==> config.mk <==
export PLATFORM = sky130hd
export DESIGN_NAME = neck_diff_calc
export DESIGN_NICKNAME = d
export VERILOG_FILES = /design/src/rtl/neck_pkg.sv /design/src/rtl/neck_block_avg.sv /design/src/rtl/neck_diff_calc.sv
export SDC_FILE = /design/constraint.sdc
export NUM_CORES = 1
export LEC_CHECK = 0
export ABC_AREA = 1
export CAP_MARGIN = 5
export CORE_AREA = 2 2 160 123
export CTS_CLUSTER_SIZE = 14
export DETAILED_ROUTE_END_ITERATION = 8
export DIE_AREA = 0 0 162 125
export SLEW_MARGIN = 20
export SYNTH_ARGS = -nofsm -noshare
export SYNTH_HDL_FRONTEND = slang
export SYNTH_SLANG_ARGS = --single-unit
==> constraint.sdc <==
create_clock -name clk -period 4 [get_ports clk]
set_input_delay 1 -clock clk [delete_from_list [all_inputs] [get_ports clk]]
set_output_delay 1 -clock clk [all_outputs]
set_load 0.02 [all_outputs]
==> src/rtl/neck_pkg.sv <==
// Shared constants and saturation helper for the neck detection path.
package neck_pkg;

    localparam int OUT_W       = 13;
    localparam int SAT_IN_W    = 16;
    localparam int SAT_MAX     = 4095;
    localparam int SAT_MIN     = -4096;
    localparam int WARM_BLOCKS = 4;

    // Clamp a wide signed difference into the signed OUT_W output range.
    function automatic logic signed [OUT_W-1:0] sat_out(input logic signed [SAT_IN_W-1:0] v);
        logic signed [OUT_W-1:0] r;
        if (int'(v) > SAT_MAX) begin
            r = OUT_W'(SAT_MAX);
        end else if (int'(v) < SAT_MIN) begin
            r = OUT_W'(SAT_MIN);
        end else begin
            r = v[OUT_W-1:0];
        end
        return r;
    endfunction

endpackage

==> src/rtl/neck_block_avg.sv <==
// Block averager: sums 2^AVG_LOG2 valid samples and emits their truncated mean.
module neck_block_avg
    import neck_pkg::*;
#(
    parameter int unsigned DATA_W   = 12,
    parameter int unsigned AVG_LOG2 = 2
) (
    input  logic              clk,
    input  logic              rst_n,
    input  logic              clear,
    input  logic              sample_valid,
    input  logic [DATA_W-1:0] sample_data,
    output logic [DATA_W-1:0] avg,
    output logic              avg_strobe
);

    localparam int unsigned ACC_W = DATA_W + AVG_LOG2;
    // A one-bit counter is kept even when every sample is its own block.
    localparam int unsigned CNT_W = (AVG_LOG2 > 0) ? AVG_LOG2 : 1;
    localparam logic [CNT_W-1:0] CNT_LAST = CNT_W'((1 << AVG_LOG2) - 1);

    logic [ACC_W-1:0] acc;
    logic [ACC_W-1:0] acc_sum;
    logic [CNT_W-1:0] cnt;

    assign acc_sum = acc + ACC_W'(sample_data);

    // Accumulate valid samples; on the last sample of a block publish the mean.
    always_ff @(posedge clk or negedge rst_n) begin
        if (!rst_n) begin
            acc        <= '0;
            cnt        <= '0;
            avg        <= '0;
            avg_strobe <= 1'b0;
        end else if (clear) begin
            acc        <= '0;
            cnt        <= '0;
            avg        <= '0;
            avg_strobe <= 1'b0;
        end else begin
            avg_strobe <= 1'b0;
            if (sample_valid) begin
                if (cnt == CNT_LAST) begin
                    avg        <= DATA_W'(acc_sum >> AVG_LOG2);
                    avg_strobe <= 1'b1;
                    acc        <= '0;
                    cnt        <= '0;
                end else begin
                    acc <= acc_sum;
                    cnt <= cnt + CNT_W'(1);
                end
            end
        end
    end

endmodule

==> src/rtl/neck_diff_calc.sv <==
// Neck-judge feeder: block-averages ADC samples and produces saturated
// first/second/third-order differences with a warm-up gated judge strobe.
module neck_diff_calc #(
    parameter int unsigned DATA_W   = 12,
    parameter int unsigned AVG_LOG2 = 2,
    parameter int unsigned OUT_W    = 13
) (
    input  logic                    clk,
    input  logic                    rst_n,
    input  logic                    clear,
    input  logic                    sample_valid,
    input  logic [DATA_W-1:0]       sample_data,
    output logic signed [OUT_W-1:0] first_order_data,
    output logic signed [OUT_W-1:0] second_order_data,
    output logic signed [OUT_W-1:0] third_order_data,
    output logic                    en_judge
);

    import neck_pkg::SAT_IN_W;
    import neck_pkg::WARM_BLOCKS;
    import neck_pkg::sat_out;

    localparam int unsigned D1_W = DATA_W + 1;
    localparam int unsigned D2_W = DATA_W + 2;

    logic [DATA_W-1:0]             avg;
    logic                          avg_strobe;
    logic [DATA_W-1:0]             h1;
    logic signed [D1_W-1:0]        d1_prev;
    logic signed [D2_W-1:0]        d2_prev;
    logic [2:0]                    warm;
    logic signed [SAT_IN_W-1:0]    d1;
    logic signed [SAT_IN_W-1:0]    d2;
    logic signed [SAT_IN_W-1:0]    d3;

    neck_block_avg #(
        .DATA_W   (DATA_W),
        .AVG_LOG2 (AVG_LOG2)
    ) u_block_avg (
        .clk          (clk),
        .rst_n        (rst_n),
        .clear        (clear),
        .sample_valid (sample_valid),
        .sample_data  (sample_data),
        .avg          (avg),
        .avg_strobe   (avg_strobe)
    );

    // Exact successive differences against the unsaturated history.
    always_comb begin
        d1 = SAT_IN_W'(avg) - SAT_IN_W'(h1);
        d2 = d1 - SAT_IN_W'(d1_prev);
        d3 = d2 - SAT_IN_W'(d2_prev);
    end

    // Register saturated outputs and history on each new average; gate the strobe by warm-up.
    always_ff @(posedge clk or negedge rst_n) begin
        if (!rst_n) begin
            h1                <= '0;
            d1_prev           <= '0;
            d2_prev           <= '0;
            warm              <= '0;
            first_order_data  <= '0;
            second_order_data <= '0;
            third_order_data  <= '0;
            en_judge          <= 1'b0;
        end else if (clear) begin
            h1                <= '0;
            d1_prev           <= '0;
            d2_prev           <= '0;
            warm              <= '0;
            first_order_data  <= '0;
            second_order_data <= '0;
            third_order_data  <= '0;
            en_judge          <= 1'b0;
        end else begin
            en_judge <= 1'b0;
            if (avg_strobe) begin
                first_order_data  <= sat_out(d1);
                second_order_data <= sat_out(d2);
                third_order_data  <= sat_out(d3);
                h1                <= avg;
                d1_prev           <= d1[D1_W-1:0];
                d2_prev           <= d2[D2_W-1:0];
                if (warm < 3'(WARM_BLOCKS)) begin
                    warm <= warm + 3'd1;
                end
                en_judge <= (warm >= 3'(WARM_BLOCKS - 1));
            end
        end
    end

endmodule

# After elaboration in Yosys (flattened, before gate mapping)
# Index checks and enable logic that the tools add are counted.
# totals
ff_bits	111
inputBits	16
output_inout_bits	40
wordCells	68
# classes
addsub	6
n_lt_le_gt_ge	8
n_eq_ne	1
mux	35
n_reduce_logical	6
# ops
op	count
two-way mux 13 bit	14
two-way mux 14 bit	5
two-way mux 12 bit	5
greater-than comparator 15 x 13 -> 1 bit (second input constant)	1
less-than comparator 15 x 13 -> 1 bit (second input constant)	1
subtractor 14 x 14 -> 15 bit	1
adder 14 x 12 -> 14 bit	1
greater-than comparator 14 x 13 -> 1 bit (second input constant)	1
less-than comparator 14 x 13 -> 1 bit (second input constant)	1
subtractor 13 x 13 -> 14 bit	1
greater-than comparator 13 bit (second input constant)	1
less-than comparator 13 bit (second input constant)	1
subtractor 12 x 12 -> 13 bit	1
two-way mux 3 bit	3
nonzero test 2 bit	4
two-way mux 2 bit	3
two-way mux 1 bit	5
AND reduction 2 bit	2
adder 3 x 1 -> 3 bit (second input constant)	1
>= comparator 3 x 2 -> 1 bit (second input constant)	1
less-than comparator 3 bit (second input constant)	1
adder 2 x 1 -> 2 bit (second input constant)	1
== test 2 bit (second input constant)	1

# Depth between registers and ports, before layout
# logic_depth
ltp_word	8
depth_mapped	33
mapped_depth_nobuf	33

# Modules after synthesis
# From an unflattened synthesis, not the netlist that was laid out.
# hier_totals
cells_unflattened	967
area_unflattened_um2	7195.7
# by_module_without_submodules
module	instances	cells_per_inst	area_per_inst_um2	seq_area_each_um2
neck_diff_calc	1	701	5318.9	2052.0
neck_block_avg	1	266	1876.8	725.7

# Worst setup path after synthesis
# OpenSTA, ideal clock, no wires.
# synth_path
path_type	register to register
start	register u_block_avg.avg[0]
end	register third_order_data[3]
setup_time_ns	0.127
t_arrival_ns	3.714
t_required_ns	3.873
slack_ns	0.159
path_stages_with_launch	30
n_path_buf	0
synth_period_minus_slack_ns	3.841
path_cell_list	dfrtp_1 -> inv_1 -> ha_1 -> fa_1 -> o21ai_2 -> nand3_1 -> nand2_1 -> nand2_1 -> nand2_1 -> xor2_1 -> ha_1 -> nand2_1 -> inv_1 -> a21oi_1 -> nand4_1 -> nand2_1 -> inv_1 -> ha_1 -> nand2_1 -> inv_1 -> nand2_1 -> nand2_1 -> a21oi_1 -> nand2_1 -> nand2_1 -> nand2_1 -> nand2_2 -> nand2_4 -> nand3_1 -> nand3_1
# synth_between
elab_chain_len	8
word_cells_on_any_way	9
classes_between	3 x add/sub; 2 x order compare; 4 x mux
# synth_rtl
item	line_no	rtl
start, declared	neck_block_avg.sv:13	output logic [DATA_W-1:0] avg,
start signal, assigned	neck_block_avg.sv:44	avg <= DATA_W'(acc_sum >> AVG_LOG2);
subtractor 12 x 12 -> 13 bit (*)	neck_diff_calc.sv:51	d1 = SAT_IN_W'(avg) - SAT_IN_W'(h1);
subtractor 13 x 13 -> 14 bit (*)	neck_diff_calc.sv:52	d2 = d1 - SAT_IN_W'(d1_prev);
subtractor 14 x 14 -> 15 bit (*)	neck_diff_calc.sv:53	d3 = d2 - SAT_IN_W'(d2_prev);
less-than comparator 15 x 13 -> 1 bit	neck_pkg.sv:15	end else if (int'(v) < SAT_MIN) begin
two-way mux 13 bit	neck_pkg.sv:15	
two-way mux 13 bit (*)	neck_pkg.sv:13	if (int'(v) > SAT_MAX) begin
two-way mux 13 bit (*)	neck_diff_calc.sv:78	if (avg_strobe) begin
two-way mux 13 bit (*)	neck_diff_calc.sv:67	end else if (clear) begin
end signal, assigned	neck_diff_calc.sv:81	third_order_data <= sat_out(d3);
end, declared	neck_diff_calc.sv:15	output logic signed [OUT_W-1:0] third_order_data,
# Every way passes the cells marked *; elsewhere a longest branch is shown, timed or not. The select of a mux whose other input is x is not followed.
# A chain may end at the register's enable or synchronous reset.

# Final worst setup path
# layout_path
start	register h1[0]
end	register third_order_data[3]
# layout_between
elab_chain_len	8
word_cells_on_any_way	9
classes_between	3 x add/sub; 2 x order compare; 4 x mux
# layout_rtl
item	line_no	rtl
start, declared	neck_diff_calc.sv:28	logic [DATA_W-1:0] h1;
start signal, assigned	neck_diff_calc.sv:82	h1 <= avg;
subtractor 12 x 12 -> 13 bit (*)	neck_diff_calc.sv:51	
subtractor 13 x 13 -> 14 bit (*)	neck_diff_calc.sv:52	
subtractor 14 x 14 -> 15 bit (*)	neck_diff_calc.sv:53	
less-than comparator 15 x 13 -> 1 bit	neck_pkg.sv:15	
two-way mux 13 bit	neck_pkg.sv:15	
two-way mux 13 bit (*)	neck_pkg.sv:13	
two-way mux 13 bit (*)	neck_diff_calc.sv:78	
two-way mux 13 bit (*)	neck_diff_calc.sv:67	
# Marks and branches as above.

==> metrics.md <==
| Metric | Value |
|---|---|
| Final Hold Vio Count | 0 |
| Max_slew headroom | 30.80% |
| Die Ht | 125 um |
| Async S/R FF share, synth | 100.0% |
| DRC | 0 |
| Seq/Total Area, Yosys | 39.85% |
| Most common cell after layout, fill and taps aside | nand2_1 |
| Worst Setup Path Type | reg2reg |
| H-tree depth | 3 |
| Clock Sink Count | 111 |
| Final period util | 100.9% |
| Placer Congestion | 0.9310 |
| Fin Hold WS | 0.4795 ns |
| F_max | 0.2479 GHz |
| Core Footprint | 18830 um2 |
| Worst Path Max Fanout | 5 |
| HP Class | reg2reg |
| First-pass GRT wire length | 31860 um |
| # Max-Cap Violations | 0 |
| Crit Reg-Reg Startpoint | h1[0]$_DFFE_PN0P_ |
| RSZ-0062 raised after global routing | yes |
| Synth warn | 0 |
| Clock insertion delay at the later pin of the skew report | 0.38 ns |
| Initial Util | 37.02% |
| Crit path required time | 4.26 ns |
| DR vias/cell | 4.919 |
| I/O pins | 56 |
| Reg2reg path depth | 26 |
| Run status | complete, but fails checks |
| Total number of vias | 6611 |
| Fin worst setup slack | -0.03421 ns |
| Mapped Nets | 988 |
| Placed Area | 8489 um2 |
| Row cnt | 44 |
| Hold buffer count at CTS | 0 |
| WL final | 20520 um |
| CTS tree | done |
| R2r setup slk | -0.03 ns |
| CP endpoint | third_order_data[3]$_DFFE_PN0P_ |
| Power Density | 560.6 nW/um2 |
| Vias in the first global route | 6048 |
| Design area | 9844 um2 |
| Drt pass-1 iters | 5 |
| Worst slew pin tran | 1.032 ns |
| Final #Nets | 1160 |
| Die W | 162 um |
| Distinct cells, synth | 40 |
| Post-Syn Instances | 914 |
| Number of synthesized flops with an enable pin | 0 |
| TNS Setup | -0.2029 ns |
| Top FF cell, synth | dfrtp_1 |
| P_leak | 4.963 nW |
| Clk root buf | clkbuf_16 |
| Endpoints failing setup | 10 |
| Maximum vdd drop | 0.3208 mV |
| Gr ovfl total | 0 |
| CP arrival | 4.30 ns |
| Total GRT Usage | 19.87% |
| Clk buf depth | 2 |
| Die Area | 20250 um2 |
| Yosys reg bits | 111 |
| Final Max Tran Viols | 0 |
| CP Launch Type | flip-flop |
| I/O Buffers | 55 |
| Antenna Nets Post-Route | 0 |
| Post-DR wirelength/cell | 15.27 um |
| Failing checks | setup timing |
| Most frequent cells in the layout | nand2_1 (220), buf_4 (121), inv_1 (119) |
| CTS clk-pin slew, worst paths | 0.08 ns |
| Layout Utilization | 52.29% |
| CP endpoint kind | flip-flop |
| Initial antenna violation count | 0 |
| Layout cell share with drive strength beyond 1 | 28.60% |
| Cell Area, Synth | 6970 um2 |
| Layout area overhead | 41.23% |
| Crit Reg-Reg Endpoint | third_order_data[3]$_DFFE_PN0P_ |
| Mean Syn Cell Area | 7.626 um2 |
| HPWL Detailed | 14210 um |
| Minimum clock period | 4.034 ns |
| CTS Buf Count | 9 |
| N_diodes | 0 |
| Clock skew | 0.01100 ns |
| Largest net degree at the start of global routing | 60 |
| Drt initial violations | 480 |
| Worst Setup SP | h1[0]$_DFFE_PN0P_ |
[timing repair]
action / 4_1_cts / 5_1_grt
hold endpoints to repair: 0 / 0
endpoints found under the setup margin: 13 / 20
setup buffers: 14 / 14
gates resized for setup: 35 / 157
gates cloned: 1 / 1
pin swaps: 19 / 78
[per-stage QoR]
step | total power (W) | std cells | worst slack (ns)
2_1_floorplan | 0.002671 | 914 | 0.1587
3_3_place_gp | 0.003481 | 1299 | -0.2852
3_5_place_dp | 0.003461 | 1299 | -0.3024
4_1_cts | 0.004691 | 1330 | 0.0004330
5_1_grt | 0.005874 | 1344 | -0.2411
6_report | 0.005519 | 1344 | -0.03421
[worst max-delay path: stages, from the launching register on]
cell and delay [ns]:
dfrtp_1 0.39, ha_2 0.20, fa_2 0.38, o21ai_4 0.24
a21oi_2 0.10, xnor2_2 0.15, ha_1 0.36, nand2_2 0.11
nor2_2 0.16, nand2_2 0.09, buf_4 0.14, nand3_1 0.08
nand2_1 0.10, inv_1 0.11, ha_4 0.23, nand2_4 0.09
inv_1 0.05, nand2_1 0.07, nand2_2 0.09, a21oi_4 0.20
nand2_2 0.08, nand2_1 0.07, nand2_2 0.07, nand2_4 0.12
nand2_4 0.09, nand3_1 0.07, nand3_1 0.08
[power by group]
group / switching (W) / total, W / leakage, nW / internal (W)
clock: 0.000487 / 0.000929 / 0.147 / 0.000442
sequential: 0.0000205 / 0.00117 / 1.54 / 0.00115
combinational: 0.00202 / 0.00342 / 3.28 / 0.00140
[synth_stat cells (2+ instances only)]
master	count	area share, %
a22o_1	2	0.25
fa_1	4	1.1
a21oi_2	3	0.38
dfrtp_1	111	40
o22ai_1	20	1.8
xnor2_1	10	1.3
o21ai_2	2	0.25
nand2_1	274	15
nand2_2	6	0.54
nand3_2	2	0.29
and2_1	4	0.36
clkbuf_1	11	0.59
nor2_2	3	0.27
a21oi_1	37	2.7
a21o_1	4	0.43
nand3b_1	2	0.22
ha_1	54	9.7
or2_2	2	0.18
nand2_4	2	0.32
nor2_1	41	2.2
buf_2	5	0.36
o21bai_1	6	0.65
o21ai_0	50	3.6
nand4_1	12	1.1
o21ai_1	3	0.22
nor3_1	3	0.22
inv_1	132	7.1
o31ai_1	2	0.22
xor2_1	19	2.4
nand3_1	78	5.6
[metal layers]
| metal | wire [um] | vias to the layer above | global-route usage [%] | share of wire, % |
|---|---|---|---|---|
| li1 | - | 3294 | - | - |
| met1 | 11020 | 3130 | 33.19 | 54 |
| met2 | 8090 | 172 | 25.01 | 39 |
| met3 | 1247 | 15 | 5.143 | 6.1 |
| met4 | 165 | 0 | 3.696 | 0.80 |
| met5 | 0 | - | 0 | 0 |
[area by class of cell]
class,instances,area (um2)
fill,1713,8984
multi-input combinational,654,4473
sequential,111,2778
timing repair buffer,177,1480
inverter,133,499.2
tap,253,316.6
clock buffer,9,225.2
clock inverter,7,72.57
[cell families after synthesis]
kind of cell / share of synthesized area [%]
simple gates: 26.28
buf+inv: 8.329
compound gates: 11.06
flops: 39.85
fa+ha+maj: 10.84
xor+xnor: 3.644
[state kept, by name, summed over array words and instances (netlist names)]
register	count
d2_prev	14
u_block_avg.acc	14
d1_prev	13
first_order_data	13
second_order_data	13
third_order_data	13
h1	12
u_block_avg.avg	12
warm	3
u_block_avg.cnt	2
en_judge	1
u_block_avg.avg_strobe	1
[how the worst min path moves through the flow]
stage / start / endpoint / slack [ns] / cells after the start
2_1_floorplan: u_block_avg.cnt[1]$_DFFE_PN0P_ / u_block_avg.cnt[1]$_DFFE_PN0P_ / 0.45 / 2
3_3_place_gp: u_block_avg.cnt[1]$_DFFE_PN0P_ / u_block_avg.cnt[1]$_DFFE_PN0P_ / 0.46 / 2
3_5_place_dp: first_order_data[3]$_DFFE_PN0P_ / first_order_data[3]$_DFFE_PN0P_ / 0.47 / 2
4_1_cts: first_order_data[3]$_DFFE_PN0P_ / first_order_data[3]$_DFFE_PN0P_ / 0.49 / 2
5_1_grt: first_order_data[9]$_DFFE_PN0P_ / first_order_data[9]$_DFFE_PN0P_ / 0.50 / 2
6_report: first_order_data[8]$_DFFE_PN0P_ / first_order_data[8]$_DFFE_PN0P_ / 0.48 / 2
No activity file was read; power rests on OpenSTA's default activity.
